===== config.mk =====
export PLATFORM = sky130hd
export DESIGN_NAME = imm_encoder
export DESIGN_NICKNAME = d
export VERILOG_FILES = /design/src/rtl/imm_encoder.sv
export SDC_FILE = /design/constraint.sdc
export NUM_CORES = 1
export LEC_CHECK = 0
export ABC_CLOCK_PERIOD_IN_PS = 6400
export BUFFER_PORTS_ARGS = -buffer_cell sky130_fd_sc_hd__buf_2
export CORE_AREA = 2 2 89 91
export CTS_BUF_LIST = sky130_fd_sc_hd__clkbuf_8
export CTS_CLUSTER_DIAMETER = 40
export DETAILED_ROUTE_END_ITERATION = 6
export DIE_AREA = 0 0 91 93
export GPL_TIMING_DRIVEN = 0
export PLACE_DENSITY_LB_ADDON = 0.12
export SKIP_CTS_REPAIR_TIMING = 1
export SLEW_MARGIN = 25
export SYNTH_ARGS = -nofsm -noshare
export SYNTH_HDL_FRONTEND = slang
export SYNTH_SLANG_ARGS = --single-unit

===== constraint.sdc =====
create_clock -name clk -period 6.4 [get_ports clk]
set_input_delay 1.28 -clock clk [delete_from_list [all_inputs] [get_ports clk]]
set_output_delay 1.28 -clock clk [all_outputs]
set_load 0.02 [all_outputs]

===== src/rtl/imm_encoder.sv =====
// ---------------------------------------------------------------------------
// imm_encoder
//
// Purpose: inverse of the immediate extender. Given a 32-bit constant or
// byte offset and an immSrc selector, produce the packed instruction
// immediate field that the extender expands back to the same value, and
// flag when no encoding exists.
//   immSrc 00 : data-processing rotated imm8 (searched, one rotation/cycle)
//   immSrc 01 : LDR/STR 12-bit unsigned offset
//   immSrc 10 : branch 24-bit signed word offset
//   immSrc 11 : reserved, never encodable
//
// Ports:
//   clk     in   1   system clock, rising edge
//   reset   in   1   asynchronous active-high reset
//   start   in   1   request strobe, only honoured in IDLE
//   immSrc  in   2   immediate format selector, captured on accept
//   value   in  32   value to encode, captured on accept
//   busy    out  1   high while a request is in SEARCH or DONE
//   done    out  1   one-cycle pulse, ok/field valid in that cycle
//   ok      out  1   1 = encoding found
//   field   out 24   packed immediate, held until the next DONE entry
// ---------------------------------------------------------------------------
module imm_encoder #(
    parameter int ROT_STEPS = 16
) (
    input  logic        clk,
    input  logic        reset,
    input  logic        start,
    input  logic [1:0]  immSrc,
    input  logic [31:0] value,
    output logic        busy,
    output logic        done,
    output logic        ok,
    output logic [23:0] field
);

    typedef enum logic [1:0] {
        S_IDLE   = 2'd0,
        S_SEARCH = 2'd1,
        S_DONE   = 2'd2
    } state_t;

    localparam logic [3:0] LAST_ROT = 4'(ROT_STEPS - 1);

    state_t      r_state;
    logic [31:0] r_value;
    logic [3:0]  r_rot;
    logic        r_busy;
    logic        r_done;
    logic        r_ok;
    logic [23:0] r_field;

    logic [4:0]  w_shamt;
    logic [31:0] w_cand;
    logic        w_hit;
    logic [24:0] w_direct;

    // Non-searched formats resolve in one step: returns {ok, field}.
    // A failing encode always yields a zero field.
    function automatic logic [24:0] f_direct(input logic [1:0]  src,
                                             input logic [31:0] v);
        logic [24:0] res;
        res = 25'd0;
        case (src)
            2'b01: begin
                if (v[31:12] == 20'd0)
                    res = {1'b1, 12'd0, v[11:0]};
            end
            2'b10: begin
                // Word aligned and bits 31:26 are copies of the sign bit 25,
                // so sign-extending {field, 2'b00} reproduces v exactly.
                if ((v[1:0] == 2'b00) &&
                    ((v[31:25] == 7'h00) || (v[31:25] == 7'h7F)))
                    res = {1'b1, v[25:2]};
            end
            default: res = 25'd0;
        endcase
        return res;
    endfunction

    // Candidate for the current rotation: value rotated left by 2*rot.
    // At rot=0 the right shift amount is 32, which yields zero, so the
    // OR degenerates to the plain value.
    assign w_shamt  = {r_rot, 1'b0};
    assign w_cand   = (r_value << w_shamt) | (r_value >> (6'd32 - {1'b0, w_shamt}));
    assign w_hit    = (w_cand[31:8] == 24'd0);
    assign w_direct = f_direct(immSrc, value);

    always_ff @(posedge clk or posedge reset) begin
        if (reset) begin
            r_state <= S_IDLE;
            r_value <= 32'd0;
            r_rot   <= 4'd0;
            r_busy  <= 1'b0;
            r_done  <= 1'b0;
            r_ok    <= 1'b0;
            r_field <= 24'd0;
        end else begin
            case (r_state)
                S_IDLE: begin
                    if (start) begin
                        r_value <= value;
                        r_rot   <= 4'd0;
                        r_busy  <= 1'b1;
                        if (immSrc == 2'b00) begin
                            r_state <= S_SEARCH;
                        end else begin
                            r_ok    <= w_direct[24];
                            r_field <= w_direct[23:0];
                            r_done  <= 1'b1;
                            r_state <= S_DONE;
                        end
                    end
                end
                S_SEARCH: begin
                    // Rotations are tried in increasing order, so the first
                    // hit is the smallest rotation that works.
                    if (w_hit) begin
                        r_ok    <= 1'b1;
                        r_field <= {12'd0, r_rot, w_cand[7:0]};
                        r_done  <= 1'b1;
                        r_state <= S_DONE;
                    end else if (r_rot == LAST_ROT) begin
                        r_ok    <= 1'b0;
                        r_field <= 24'd0;
                        r_done  <= 1'b1;
                        r_state <= S_DONE;
                    end else begin
                        r_rot <= r_rot + 4'd1;
                    end
                end
                S_DONE: begin
                    // start is deliberately ignored here; the next request
                    // can only be taken once back in IDLE.
                    r_done  <= 1'b0;
                    r_busy  <= 1'b0;
                    r_state <= S_IDLE;
                end
                default: begin
                    r_done  <= 1'b0;
                    r_busy  <= 1'b0;
                    r_state <= S_IDLE;
                end
            endcase
        end
    end

    assign busy  = r_busy;
    assign done  = r_done;
    assign ok    = r_ok;
    assign field = r_field;

endmodule


Yosys cells after proc, flatten, opt, wreduce, memory -nomap -nowiden
Cells that the tools add are included.
{ "totals": {"reg_bits": 65, "in_bits": 37, "output_inout_bits": 27, "elab_cells": 67} }
{ "classes": {"n_addsub": 2, "n_eq_ne": 10, "n_shift": 2, "muxes": 29, "n_bitwise": 2, "reduce_logical": 15} }
{ "ops": {"columns": ["cell", "n"], "rows": [
  ["24-bit two-way mux", 4],
  ["25-bit two-way mux", 2],
  ["25-bit one-hot mux with 2 select lines", 1],
  ["24-bit one-hot mux with 2 select lines", 1],
  ["32-bit OR", 1],
  ["32-bit by 5-bit left shift with 32-bit output", 1],
  ["32-bit by 6-bit >> shifter with 32-bit output", 1],
  ["24-bit logical NOT", 1],
  ["20-bit logical NOT", 1],
  ["4-bit two-way mux", 3],
  ["1-bit two-way mux", 9],
  ["2-bit two-way mux", 4],
  ["2-bit inequality test (second input constant)", 4],
  ["4-bit one-hot mux with 2 select lines", 1],
  ["4-bit AND reduction", 2],
  ["7-bit == test (second input constant)", 1],
  ["7-bit logical NOT", 1],
  ["2-bit logical NOT", 3],
  ["1-bit one-hot mux with 2 select lines", 3],
  ["2-bit AND reduction", 3],
  ["6-bit by 5-bit subtractor with 6-bit output (first input constant)", 1],
  ["4-bit by 1-bit adder with 4-bit output (second input constant)", 1],
  ["2-bit by 1-bit == test with 1-bit output (second input constant)", 2],
  ["4-bit == test (second input constant)", 1],
  ["other kinds (8)", 8]
]} }

Logic depth before layout (Yosys ltp)
{ "depth": {"word_depth": 8, "mapped_depth": 15, "depth_no_buf": 10} }

Worst setup path after synthesis
OpenSTA, ideal clock, no wires.
{ "synth_path": {"kind": "reg-to-reg", "startpoint": "register r_rot[1]", "endpoint": "register r_field[0] (netlist: field[0])", "setup_time_ns": 0.127, "arrival_time_ns": 3.948, "required_ns": 6.273, "setup_slack_ns": 2.324, "stages_incl_launch_ff": 15, "n_path_buf": 5, "synth_period_minus_slack_ns": 4.076, "cell_sequence": "dfrtp_1 -> clkbuf_1 -> clkbuf_1 -> inv_1 -> ha_1 -> buf_1 -> clkbuf_1 -> mux4_2 -> nor4_1 -> nand4_1 -> a41oi_2 -> nand2_2 -> a21oi_4 -> buf_6 -> mux2_1"} }
{ "synth_via": {"elab_chain_cells": 6, "elab_cells_between_ends": 10, "classes_between": "add/sub (1); eq/ne (2); shift (2); mux (2); bitwise (1); reduce/logical (2)"} }
{ "synth_lines": {"columns": ["item", "line_no", "source"], "rows": [
  ["start: declaration", "48", "logic [3:0] r_rot;"],
  ["start signal: assignment", "130", "r_rot <= r_rot + 4'd1;"],
  ["6-bit by 5-bit subtractor with 6-bit output", "86", "assign w_cand = (r_value << w_shamt) | (r_value >> (6'd32 - {1'b0, w_shamt}));"],
  ["32-bit by 6-bit >> shifter with 32-bit output", "86", null],
  ["32-bit OR", "86", null],
  ["24-bit logical NOT", "87", "assign w_hit = (w_cand[31:8] == 24'd0);"],
  ["3-bit inequality test (no source line) or 24-bit two-way mux (tied branches)", null, null],
  ["4-bit AND reduction (no source line) or 24-bit one-hot mux with 2 select lines (tied branches)", null, null],
  ["end signal: assignment", "110", "r_field <= w_direct[23:0];"],
  ["end signal: assignment", "121", "r_field <= {12'd0, r_rot, w_cand[7:0]};"],
  ["end: declaration", "52", "logic [23:0] r_field;"]
]} }
Several ways; a longest one is shown, not always the timed one.
A chain may end at the register's enable or synchronous reset.

Worst setup path in the final report
Same ends and word-level chain as after synthesis.

==> summary.txt <==
Status
  • Status: complete, no violations

Timing
  • Period utilization: 83.0%
  • Setup TNS: 0 ns
  • Max Fclk: 188 MHz
  • Slew headroom: 46.8%
  • RSZ-0062 raised after global routing: no
  • Hold WS: 0.482 ns
  • Final Hold Fails: 0
  • Max-slew violations: 0
  • Final setup viols: 0
  • Tmin final: 5.31 ns
  • Worst-Margin Slew: 0.793 ns
  • Layout Skew: 0.00860 ns

Synthesis
  • Synth top cells by count: 65 x dfrtp_1, 50 x nand2_1, 46 x mux2_2, 32 x mux2i_1, 27 x o21ai_0
  • Flops & latches, synth: 65
  • Post-Syn Nets: 530
  • Mapped Cells: 488
  • Async set-reset flop share out of synthesis: 100%
  • Ys flop type: dfrtp_1
  • Post-synth EDFFs: 0
  • Netlist cell types: 58
  • Most common cell in the synthesized netlist: dfrtp_1
  • Sequential element share of the synthesized area: 34.2%
  • Synth warn: 0
  • Avg Cell Area, Syn: 9.75 sq um
  • Synth area leader: dfrtp_1
  • Top post-synthesis cells by area: dfrtp_1 34%, mux2_2 11%, mux4_2 8.5%, mux2i_1 6.7%, nand2_1 3.9%
  • Synth top area share: 34.2%
  • Syn Std Cell Area: 4760 sq um

Die
  • Cell row count: 32
  • Die area: 8460 sq um
  • Initial Utilization: 63.2%
  • I/O pin count: 64
  • Die W: 91 um
  • Core area: 7530 sq um
  • Chip height: 93 um

Clocking
  • Clk buf depth: 2
  • CTS tree: yes
  • Clk root buf: clkbuf_8
  • Clock sink count: 65
  • Skew-Pair Late Insertion Delay: 0.35 ns
  • Clk pin slew, worst setup/hold paths: 0.07 ns
  • H-Tree Depth: 3
  • CTS Buf Count: 9

Route
  • Routed WL per cell: 22.3 um
  • DRT Wirelength: 14.9 mm
  • Remaining DRCs: 0
  • Drt via density: 6.77
  • Vias: 4,530
  • Drt pass-1 iters: 6
  • DR iter-0 viols: 677
  • Final ANT Viol Nets: 0

Cells and area
  • Layout cells sized above 1: 28.9%
  • Multi-input logic area: 2890 sq um
  • Post-route insts no fill: 669
  • Number of diodes: 0
  • Area grow syn2layout: 13.8%
  • Register area: 1630 sq um
  • Filler cells: 582
  • Final Instance Area: 5410 sq um
  • Final net count: 605

Min path
  • HP Class: reg -> reg
  • Hold path start: field[1]$_DFFE_PP0P_
  • Hold depth: 1
  • Worst Hold Endpoint: field[1]$_DFFE_PP0P_

Global route
  • Total track usage: 36.6%
  • Largest net degree at the start of global routing: 49
  • Initial antenna violation count: 0
  • Congestion Overflow GR: 0
  • First-pass GRT wire length: 23.9 mm
  • Number of global-route vias before repair: 4,420

Pwr
  • Worst vdd ir: 0.000267 V
  • Power Density: 556 nW/um^2
  • Total power draw: 3.01 mW
  • Static leakage: 2.24 nW

Place
  • I/O Buffers: 63
  • Placed Cells: 654
  • DP Wirelength: 10.9 mm
  • GPL Wtd Cong: 1.03
  • Dpl cell area: 5230 sq um

Setup path
  • Arrival @ worst endpoint: 5.54 ns
  • R2R Path End: field[0]$_DFFE_PP0P_
  • Worst r2r src: r_rot[1]$_DFFE_PP0P_
  • Startpoint Class: flop
  • Slowest cell on crit path: buf_1
  • Cell Chain, Critical Path: clkbuf_1 > clkbuf_1 > inv_1 > ha_1 > buf_1 > clkbuf_1 > nor2b_1 > nand2_1 > a21oi_1 > o21ai_0 > a22oi_1 > nand2_2 > a21oi_4 > buf_6 > mux2_1
  • Slowest stage delay, CP: 0.50 ns
  • Critical Path Most Common Cell: clkbuf_1
  • Setup crit end kind: flop
  • Worst reg2reg path depth: 15
  • Worst EP required: 6.63 ns
  • Crit Path Class: reg -> reg
  • Worst-path fanout max: 10
  • R2R Setup Slk: 1.09 ns

Flow run
  • Max cap viols: 0
## critical path: cells and delay by family, from the launching register on
| family | cells | cell delay, ns |
|---|---|---|
| flip-flops | 1 | 0.44 |
| adder cells (fa/ha/maj) | 1 | 0.48 |
| AO/OA/AOI/OAI | 4 | 1.12 |
| AND/OR/NAND/NOR | 3 | 0.55 |
| multiplexers | 1 | 0.33 |
| buffers and inverters | 6 | 2.28 |
## worst max path at each step
stage | from | endpoint | slack [ns] | cells past startpoint
floorplan | r_rot[1]$_DFFE_PP0P_ | field[0]$_DFFE_PP0P_ | 2.32 | 14
global placement | r_rot[1]$_DFFE_PP0P_ | field[2]$_DFFE_PP0P_ | 1.25 | 15
detailed placement | r_rot[1]$_DFFE_PP0P_ | field[0]$_DFFE_PP0P_ | 1.23 | 15
CTS | r_rot[1]$_DFFE_PP0P_ | field[0]$_DFFE_PP0P_ | 1.21 | 15
global route | r_rot[1]$_DFFE_PP0P_ | field[3]$_DFFE_PP0P_ | 0.79 | 15
finish | r_rot[1]$_DFFE_PP0P_ | field[0]$_DFFE_PP0P_ | 1.09 | 15
## state kept, by name, indices dropped and copies added (netlist names)
| signal | cells |
|---|---|
| r_value | 32 |
| r_state | 2 |
| done | 1 |
| r_rot | 4 |
| ok | 1 |
| field | 24 |
| busy | 1 |
## final cells by class
cell class | count | area share [%]
repair buffers | 64 | 6.33
inverters | 23 | 1.64
plain buffers | 36 | 2.89
flip-flops and latches | 65 | 30.1
clock buffers | 9 | 2.29
multi-input cells | 364 | 53.3
well taps | 102 | 2.36
clock inverters | 6 | 1.11
## metrics by stage
step	setup slack (ns)	utilization [%]
after global routing	0.794	71.9
after CTS	1.21	71.9
final	1.09	71.9
after global placement	1.25	69.1
after detailed placement	1.23	69.5
after floorplan	2.32	-
## cell usage in the layout, fill, tap and decap left out, drive strengths merged, types with 5 or more instances in the layout
cell | netlist | routed
buf | 13 | 77
mux2i | 32 | 32
dfrtp | 65 | 65
ha | 5 | 5
o21ai | 28 | 28
nand2 | 51 | 51
a22oi | 13 | 13
clkbuf | 23 | 32
mux4 | 18 | 18
a211oi | 7 | 7
nor2 | 23 | 23
inv | 22 | 22
o211ai | 9 | 9
or2 | 8 | 8
a21oi | 16 | 16
mux2 | 52 | 52
nor2b | 6 | 6
nor4 | 10 | 10
a32oi | 5 | 5
o31ai | 10 | 10
nor3 | 10 | 10
## power breakdown
part	switching, mW	internal, mW	total [mW]	leakage (nW)
clock	0.160	0.175	0.335	0.0909
combinational	1.07	0.816	1.88	1.32
sequential	0.255	0.534	0.789	0.825
## layer usage
layer / GRT usage, % / routed length, um / up-vias
li1: - / - / 1996
met1: 51.5 / 5950 / 2166
met2: 58.4 / 7180 / 325
met3: 3.79 / 1380 / 43
met4: 15.4 / 435 / 0
met5: 0 / 0 / -
## logic make-up (layout without fill, tap and decap cells)
logic type               Yosys count  in the layout  share of synthesized area (%)
adder cells (fa/ha/maj)            5              5                           1.32
buffers and inverters             59            138                           5.10
multiplexers                     102            102                           27.6
flip-flops                        65             65                           34.2
AND/OR/NAND/NOR                  135            135                           14.0
XOR/XNOR                           3              3                          0.553
AO/OA/AOI/OAI                    119            119                           17.3
Power figures use the tool's default switching activity.
